**src/rtl/dds_sin_gen_if.sv**
```systemverilog
// rtl/dds_sin_gen_if.sv - control/sample bundle for dds_sin_gen; DDS_QUAD_EN adds cos_data
interface dds_sin_gen_if #(
    parameter int DATA_W  = 12,
    parameter int PHASE_W = 24
);
    logic               en;
    logic [PHASE_W-1:0] ftw_in;
    logic               ftw_load;
    logic [DATA_W-1:0]  sin_data;
    logic               sin_valid;
    logic               VSYNC;
`ifdef DDS_QUAD_EN
    logic [DATA_W-1:0]  cos_data;

    modport master (output en, ftw_in, ftw_load,
                    input  sin_data, sin_valid, VSYNC, cos_data);
    modport slave  (input  en, ftw_in, ftw_load,
                    output sin_data, sin_valid, VSYNC, cos_data);
`else
    modport master (output en, ftw_in, ftw_load,
                    input  sin_data, sin_valid, VSYNC);
    modport slave  (input  en, ftw_in, ftw_load,
                    output sin_data, sin_valid, VSYNC);
`endif
endinterface

```
**src/rtl/dds_sin_gen.sv**
```systemverilog
// rtl/dds_sin_gen.sv - DDS sine generator: phase accumulator, quarter-wave ROM, 3-stage pipe; DDS_QUAD_EN adds cos_data
module dds_sin_gen #(
    parameter int DATA_W  = 12,
    parameter int PHASE_W = 24,
    parameter int LUT_AW  = 8
) (
    input logic          CLK,
    input logic          RST,
    dds_sin_gen_if.slave bus
);
    localparam int DEPTH = 1 << LUT_AW;
    localparam int M_W   = DATA_W - 1;
    localparam logic [DATA_W-1:0] MID = {1'b1, {M_W{1'b0}}};

    // Quarter-wave table sampled at bin centres so the four quadrants mirror exactly.
    function automatic logic [DEPTH*M_W-1:0] rom_init();
        logic [DEPTH*M_W-1:0] bits;
        real                  amp;
        real                  ang;
        int                   v;
        bits = '0;
        amp  = $itor((1 << M_W) - 1);
        for (int i = 0; i < DEPTH; i++) begin
            ang = 3.14159265358979323846 / 2.0 * ($itor(i) + 0.5) / $itor(DEPTH);
            v   = $rtoi(amp * $sin(ang) + 0.5);
            bits[i*M_W +: M_W] = M_W'(v);
        end
        return bits;
    endfunction

    localparam logic [DEPTH*M_W-1:0] ROM_BITS = rom_init();

    logic [M_W-1:0] rom [DEPTH];
    for (genvar g = 0; g < DEPTH; g++) begin : g_rom
        assign rom[g] = ROM_BITS[g*M_W +: M_W];
    end

    logic [PHASE_W-1:0] acc;
    logic [PHASE_W-1:0] ftw_act;
    logic [PHASE_W-1:0] ftw_shadow;
    logic               pend;
    logic               first;
    logic               carry_prev;

    logic [PHASE_W:0]   sum;
    logic               wrap_now;
    logic               swap;
    logic [1:0]         p_q;
    logic [LUT_AW-1:0]  p_a;

    // Next-phase add and the period-aligned tuning-word swap decision.
    always_comb begin
        sum      = {1'b0, acc} + {1'b0, ftw_act};
        wrap_now = sum[PHASE_W];
        swap     = bus.en && pend && (wrap_now || (ftw_act == '0));
        p_q      = acc[PHASE_W-1 -: 2];
        p_a      = acc[PHASE_W-3 -: LUT_AW];
    end

    // Accumulator, tuning-word shadow/active registers and wrap tracking.
    always_ff @(posedge CLK) begin
        if (RST) begin
            acc        <= '0;
            ftw_act    <= '0;
            ftw_shadow <= '0;
            pend       <= 1'b0;
            first      <= 1'b1;
            carry_prev <= 1'b0;
        end else begin
            if (bus.ftw_load) begin
                ftw_shadow <= bus.ftw_in;
            end
            if (swap) begin
                ftw_act <= bus.ftw_load ? bus.ftw_in : ftw_shadow;
                pend    <= 1'b0;
            end else if (bus.ftw_load) begin
                pend <= 1'b1;
            end
            if (bus.en) begin
                acc        <= sum[PHASE_W-1:0];
                carry_prev <= wrap_now;
                first      <= 1'b0;
            end
        end
    end

    logic              v1;
    logic              y1;
    logic [1:0]        q1;
    logic [LUT_AW-1:0] a1;
    logic              v2;
    logic              y2;
    logic [1:0]        q2;
    logic [M_W-1:0]    m2;
    logic [DATA_W-1:0] sin_r;
    logic              valid_r;
    logic              vsync_r;

    // Stage 1: split phase into quadrant and mirrored quarter-wave address.
    always_ff @(posedge CLK) begin
        if (RST) begin
            v1 <= 1'b0;
            y1 <= 1'b0;
            q1 <= '0;
            a1 <= '0;
        end else begin
            v1 <= bus.en;
            y1 <= bus.en && (carry_prev || first);
            if (bus.en) begin
                q1 <= p_q;
                a1 <= p_q[0] ? ~p_a : p_a;
            end
        end
    end

    // Stage 2: quarter-wave ROM read.
    always_ff @(posedge CLK) begin
        if (RST) begin
            v2 <= 1'b0;
            y2 <= 1'b0;
            q2 <= '0;
            m2 <= '0;
        end else begin
            v2 <= v1;
            y2 <= y1;
            if (v1) begin
                q2 <= q1;
                m2 <= rom[a1];
            end
        end
    end

    // Stage 3: fold magnitude into offset-binary; output holds between samples.
    always_ff @(posedge CLK) begin
        if (RST) begin
            sin_r   <= MID;
            valid_r <= 1'b0;
            vsync_r <= 1'b0;
        end else begin
            valid_r <= v2;
            vsync_r <= y2;
            if (v2) begin
                sin_r <= q2[1] ? (MID - {1'b0, m2}) : (MID + {1'b0, m2});
            end
        end
    end

    assign bus.sin_data  = sin_r;
    assign bus.sin_valid = valid_r;
    assign bus.VSYNC     = vsync_r;

`ifdef DDS_QUAD_EN
    logic [1:0]        qc1;
    logic [LUT_AW-1:0] ac1;
    logic [1:0]        qc2;
    logic [M_W-1:0]    mc2;
    logic [DATA_W-1:0] cos_r;
    logic [1:0]        pc_q;

    // Cosine is the same phase advanced by a quarter turn: quadrant + 1.
    always_comb begin
        pc_q = p_q + 2'd1;
    end

    // Quadrature path, stage-for-stage aligned with the sine path.
    always_ff @(posedge CLK) begin
        if (RST) begin
            qc1   <= '0;
            ac1   <= '0;
            qc2   <= '0;
            mc2   <= '0;
            cos_r <= MID;
        end else begin
            if (bus.en) begin
                qc1 <= pc_q;
                ac1 <= pc_q[0] ? ~p_a : p_a;
            end
            if (v1) begin
                qc2 <= qc1;
                mc2 <= rom[ac1];
            end
            if (v2) begin
                cos_r <= qc2[1] ? (MID - {1'b0, mc2}) : (MID + {1'b0, mc2});
            end
        end
    end

    assign bus.cos_data = cos_r;
`endif
endmodule

```
**src/flat_wrapper.sv**
```systemverilog
// flat-port wrapper written by rule: the top's interface ports become plain ports
module dds_sin_gen_flat 
#(
    parameter int DATA_W  = 12,
    parameter int PHASE_W = 24,
    parameter int LUT_AW  = 8
)
  (CLK, RST, bus_en, bus_ftw_in, bus_ftw_load, bus_sin_data, bus_sin_valid, bus_VSYNC);
  dds_sin_gen_if #(.DATA_W(DATA_W), .PHASE_W(PHASE_W)) bus_i ();
  input logic CLK;
  input logic RST;
  input wire logic [$bits(bus_i.en)-1:0] bus_en;
  input wire logic [$bits(bus_i.ftw_in)-1:0] bus_ftw_in;
  input wire logic [$bits(bus_i.ftw_load)-1:0] bus_ftw_load;
  output wire logic [$bits(bus_i.sin_data)-1:0] bus_sin_data;
  output wire logic [$bits(bus_i.sin_valid)-1:0] bus_sin_valid;
  output wire logic [$bits(bus_i.VSYNC)-1:0] bus_VSYNC;
  assign bus_i.en = bus_en;
  assign bus_i.ftw_in = bus_ftw_in;
  assign bus_i.ftw_load = bus_ftw_load;
  assign bus_sin_data = bus_i.sin_data;
  assign bus_sin_valid = bus_i.sin_valid;
  assign bus_VSYNC = bus_i.VSYNC;
  dds_sin_gen #(.DATA_W(DATA_W), .PHASE_W(PHASE_W), .LUT_AW(LUT_AW)) u_core (.CLK(CLK), .RST(RST), .bus(bus_i));
endmodule
```
**config.mk**
```make
export PLATFORM = sky130hd
export DESIGN_NAME = dds_sin_gen_flat
export DESIGN_NICKNAME = d
export VERILOG_FILES = /design/src/rtl/dds_sin_gen_if.sv /design/src/rtl/dds_sin_gen.sv /design/src/flat_wrapper.sv
export SDC_FILE = /design/constraint.sdc
export NUM_CORES = 1
export LEC_CHECK = 0
export BUFFER_PORTS_ARGS = -buffer_cell sky130_fd_sc_hd__buf_2
export CAP_MARGIN = 25
export CORE_MARGIN = 5
export CORE_UTILIZATION = 46
export DETAILED_ROUTE_END_ITERATION = 8
export GPL_TIMING_DRIVEN = 0
export PLACE_DENSITY_LB_ADDON = 0.15
export SLEW_MARGIN = 10
export SYNTH_ARGS = -nofsm -noshare
export SYNTH_HDL_FRONTEND = slang
export SYNTH_SLANG_ARGS = --single-unit
```
**constraint.sdc**
```tcl
create_clock -name CLK -period 2.7 [get_ports CLK]
set_input_delay 0.405 -clock CLK [delete_from_list [all_inputs] [get_ports CLK]]
set_output_delay 0.405 -clock CLK [all_outputs]
set_load 0.005 [all_outputs]
```
==> flow_summary.json <==
{
  "status": "finished, violations left",
  "violations": "negative setup slack",
  "end_kind": "register",
  "dieArea_um2": 21460,
  "yosysMostFrequentCell": "nor2_1",
  "syn_inst": 1093,
  "synth_top_family_by_area": "compound AO/OA/AOI/OAI gates",
  "p_sw_mw": 2.159,
  "overflow": 0,
  "rsz0062_at_grt": "true",
  "post-route-period-util_pct": 100.7,
  "clkSlewWorstSetupHoldPaths_ps": 60,
  "cap_violations": 0,
  "hold_viol_final": 0,
  "finalMaxSlewViolations": 0,
  "synth_area_per_cell_um2": 7.839,
  "rrSetupSlack_ps": -20,
  "power_frac_comb_pct": 32.1,
  "ys_seq_area_share_pct": 26.64,
  "nNetsFinal": 1230,
  "skew_ps": 9.617,
  "required_ps": 3000,
  "cp_cell_sequence": "ha_4, fa_2, a211o_1, a21oi_4, o31ai_4, o2111ai_4, nand4_1, and3b_1, buf_6, buf_12, mux2_4",
  "diodes": 0,
  "wl_per_cell_um": 25.15,
  "yosys_warnings": 0,
  "p_seq_share_pct": 32.4,
  "synth_fp_nets": 1161,
  "synthArstFlopShare_pct": 0,
  "synth_mux_area_share_pct": 9.506,
  "num_vias": 9389,
  "slowest_stage": "fa_2",
  "power.total_mw": 5.880,
  "p_leak_nw": 3.990,
  "synth-edff-count": 0,
  "worst_slack_ps": -19.35,
  "grt_first_pass_wirelength_um": 53900,
  "worstPathArrival_ps": 3020,
  "synth-main-ff-cell": "dfxtp_1",
  "tightest_slew_ps": 947.7,
  "slowest_delay_ps": 370,
  "num_rows": 50,
  "timing.fmax_ghz": 0.3677,
  "r2r_start": "u_core.ftw_act[0]",
  "intPower_mw": 3.721,
  "drc_errors": 0,
  "synth_compound_area_share_pct": 28.18,
  "io_pins": 42,
  "finish.utilization_pct": 54.23,
  "synth_top_area_cell": "dfxtp_1",
  "power_density_nw_per_um2": 585.5,
  "period_needed_ps": 2719,
  "post_route_cells_drive_above_1_share_pct": 17.87,
  "syn_area_um2": 8568,
  "crit_family": "compound AO/OA/AOI/OAI gates",
  "first_global_vias": 9069,
  "dp_hpwl_um": 25070,
  "reg2reg_to": "u_core.ftw_act[19]",
  "synthTopCellsByCount": "nor2_1, dfxtp_1, a21oi_1",
  "h-tree-depth": 4,
  "cts_root_buf": "clkbuf_16",
  "antenna_found_initial": 0,
  "yosys.area_share.simple_pct": 20.71,
  "min_delay_worst_endpoint": "u_core.ftw_shadow[3]",
  "critical_path.max_fanout": 10,
  "ir_drop_mv": 0.4184,
  "synthXorXnorAreaFrac_pct": 2.964,
  "critPathBufInv": 2,
  "synthAdderAreaFrac_pct": 5.929,
  "cts_buffer_depth": 2,
  "synthToLayoutAreaGrowth_pct": 17.20,
  "core-area_um2": 18520,
  "die_h_um": 146.5,
  "reg2reg_depth": 11,
  "grt_max_degree": 17,
  "pwr-share-clk_pct": 35.5,
  "start_util_pct": 46.27,
  "cp.depth": 11,
  "setup_violations": 11,
  "die_x_um": 146.5,
  "wl_um": 35430,
  "numClockSinks": 114,
  "whs_path_depth": 3,
  "postCtsHoldBufs": 0,
  "ys_ff_latch": 114,
  "synth_area_leaders": "dfxtp_1, ha_1, mux2i_1",
  "ant_nets": 0,
  "grt_use_total_pct": 32.25,
  "hp-start": "bus_ftw_in[3]",
  "cts_tree": "built",
  "cts_buffers": 17,
  "drtPass1Iterations": 5,
  "place_congestion": 1.019,
  "cp-start-kind": "register",
  "port_buffers": 38,
  "synth_top_area_share_pct": 26.64,
  "hp-class": "in -> reg",
  "clkLatencyLatePin_ps": 410,
  "crit_type": "reg -> reg",
  "synth.distinct_cells": 77,
  "drt_iter0_drc": 1234,
  "switching_share_pct": 36.71,
  "vias_per_cell": 6.664,
  "relSlewSlack_pct": 36.82,
  "crit_path_start": "u_core.ftw_act[0]"
}
[state kept, by name (all words and copies together) (netlist names)]
register,count
u_core.a1,8
u_core.acc,24
u_core.bus.VSYNC,1
u_core.bus.sin_data,12
u_core.bus.sin_valid,1
u_core.carry_prev,1
u_core.first,1
u_core.ftw_act,24
u_core.ftw_shadow,24
u_core.m2,11
u_core.pend,1
u_core.q1,1
u_core.q2,1
u_core.v1,1
u_core.v2,1
u_core.y1,1
u_core.y2,1
[metrics by stage]
step                cells  setup WS (ps)  hold slack, ps  cell area, µm²  TNS, ps
global route         1409         -90.33           306.4           10040    -1056
CTS                  1406         -135.3           279.0            9812    -2035
detailed placement   1365          -1160           431.4            9052   -10970
floorplan            1093          38.46           413.8            8569        0
global placement     1365          -1237           429.2            9052   -11860
finish               1409         -19.35           281.6           10040   -172.4
[layout make-up]
class / count / area (µm²)
Timing Repair Buffer: 54 / 314.1
Inverter: 21 / 100.1
Sequential cell: 114 / 2296
Multi-Input combinational cell: 859 / 5982
Fill cell: 1772 / 8476
Clock inverter: 14 / 106.4
Tap cell: 234 / 292.8
Clock buffer: 18 / 439.2
Buffer: 95 / 511.7
[worst max-delay path by stage]
stage / endpoint / slack, ps
floorplan: u_core.ftw_act[12] / 40
global placement: u_core.m2[4] / -1240
detailed placement: u_core.m2[4] / -1160
CTS: u_core.ftw_act[19] / -140
global route: u_core.ftw_act[20] / -90
finish: u_core.ftw_act[19] / -20
[placed cells by master, fill, tap and decap left out, drive strengths merged, types with 21 or more instances in the layout]
master  netlist  final
nand2b       21     21
nor2b        37     37
mux2i        48     48
nor3         23     23
nor2        128    128
a211oi       34     34
buf          41     85
nand3        29     29
nand2        72     72
ha           39     39
o21ai        68     68
a21oi        79     79
clkbuf       58     82
dfxtp       114    114
[metal layers]
metal | up-vias | part of all wire, % | GRT usage [%] | routed length [µm]
met5 | - | 0 | 0 | 0
met4 | 0 | 5.9 | 17.54 | 2088
met3 | 170 | 10 | 8.442 | 3551
met2 | 598 | 45 | 50.43 | 15850
met1 | 4440 | 39 | 40.59 | 13940
li1 | 4181 | - | - | -
[power by group through the flow]
stage / sequential (mW) / combinational [mW] / clock, mW
after floorplan: 1.90 / 1.17 / 0
after global routing: 1.91 / 1.98 / 2.21
after detailed placement: 1.94 / 1.67 / 0
after global placement: 1.94 / 1.69 / 0
final: 1.90 / 1.89 / 2.09
after CTS: 1.90 / 1.74 / 2.12
[worst register-to-register path, delay by kind of cell, from the launching register on]
kind	cells	cell delay (ps)
AOI/OAI and AO/OA	4	860
DFF	1	330
and+or+nand+nor	2	310
muxes	1	290
buffers and inverters	2	290
adders and majority gates	2	530
[cells by family after synthesis]
family,Yosys count
and+or+nand+nor,368
AOI/OAI and AO/OA,352
buffers and inverters,120
xor gates and xnor gates,29
DFF,114
muxes,70
adders and majority gates,40
[repair_timing]
action	CTS	global route
pin swaps	11	11
gates resized for setup	50	64
buffers inserted	11	5
setup endpoints to repair	36	36
Note: power is estimated with default switching activity, not from simulation.
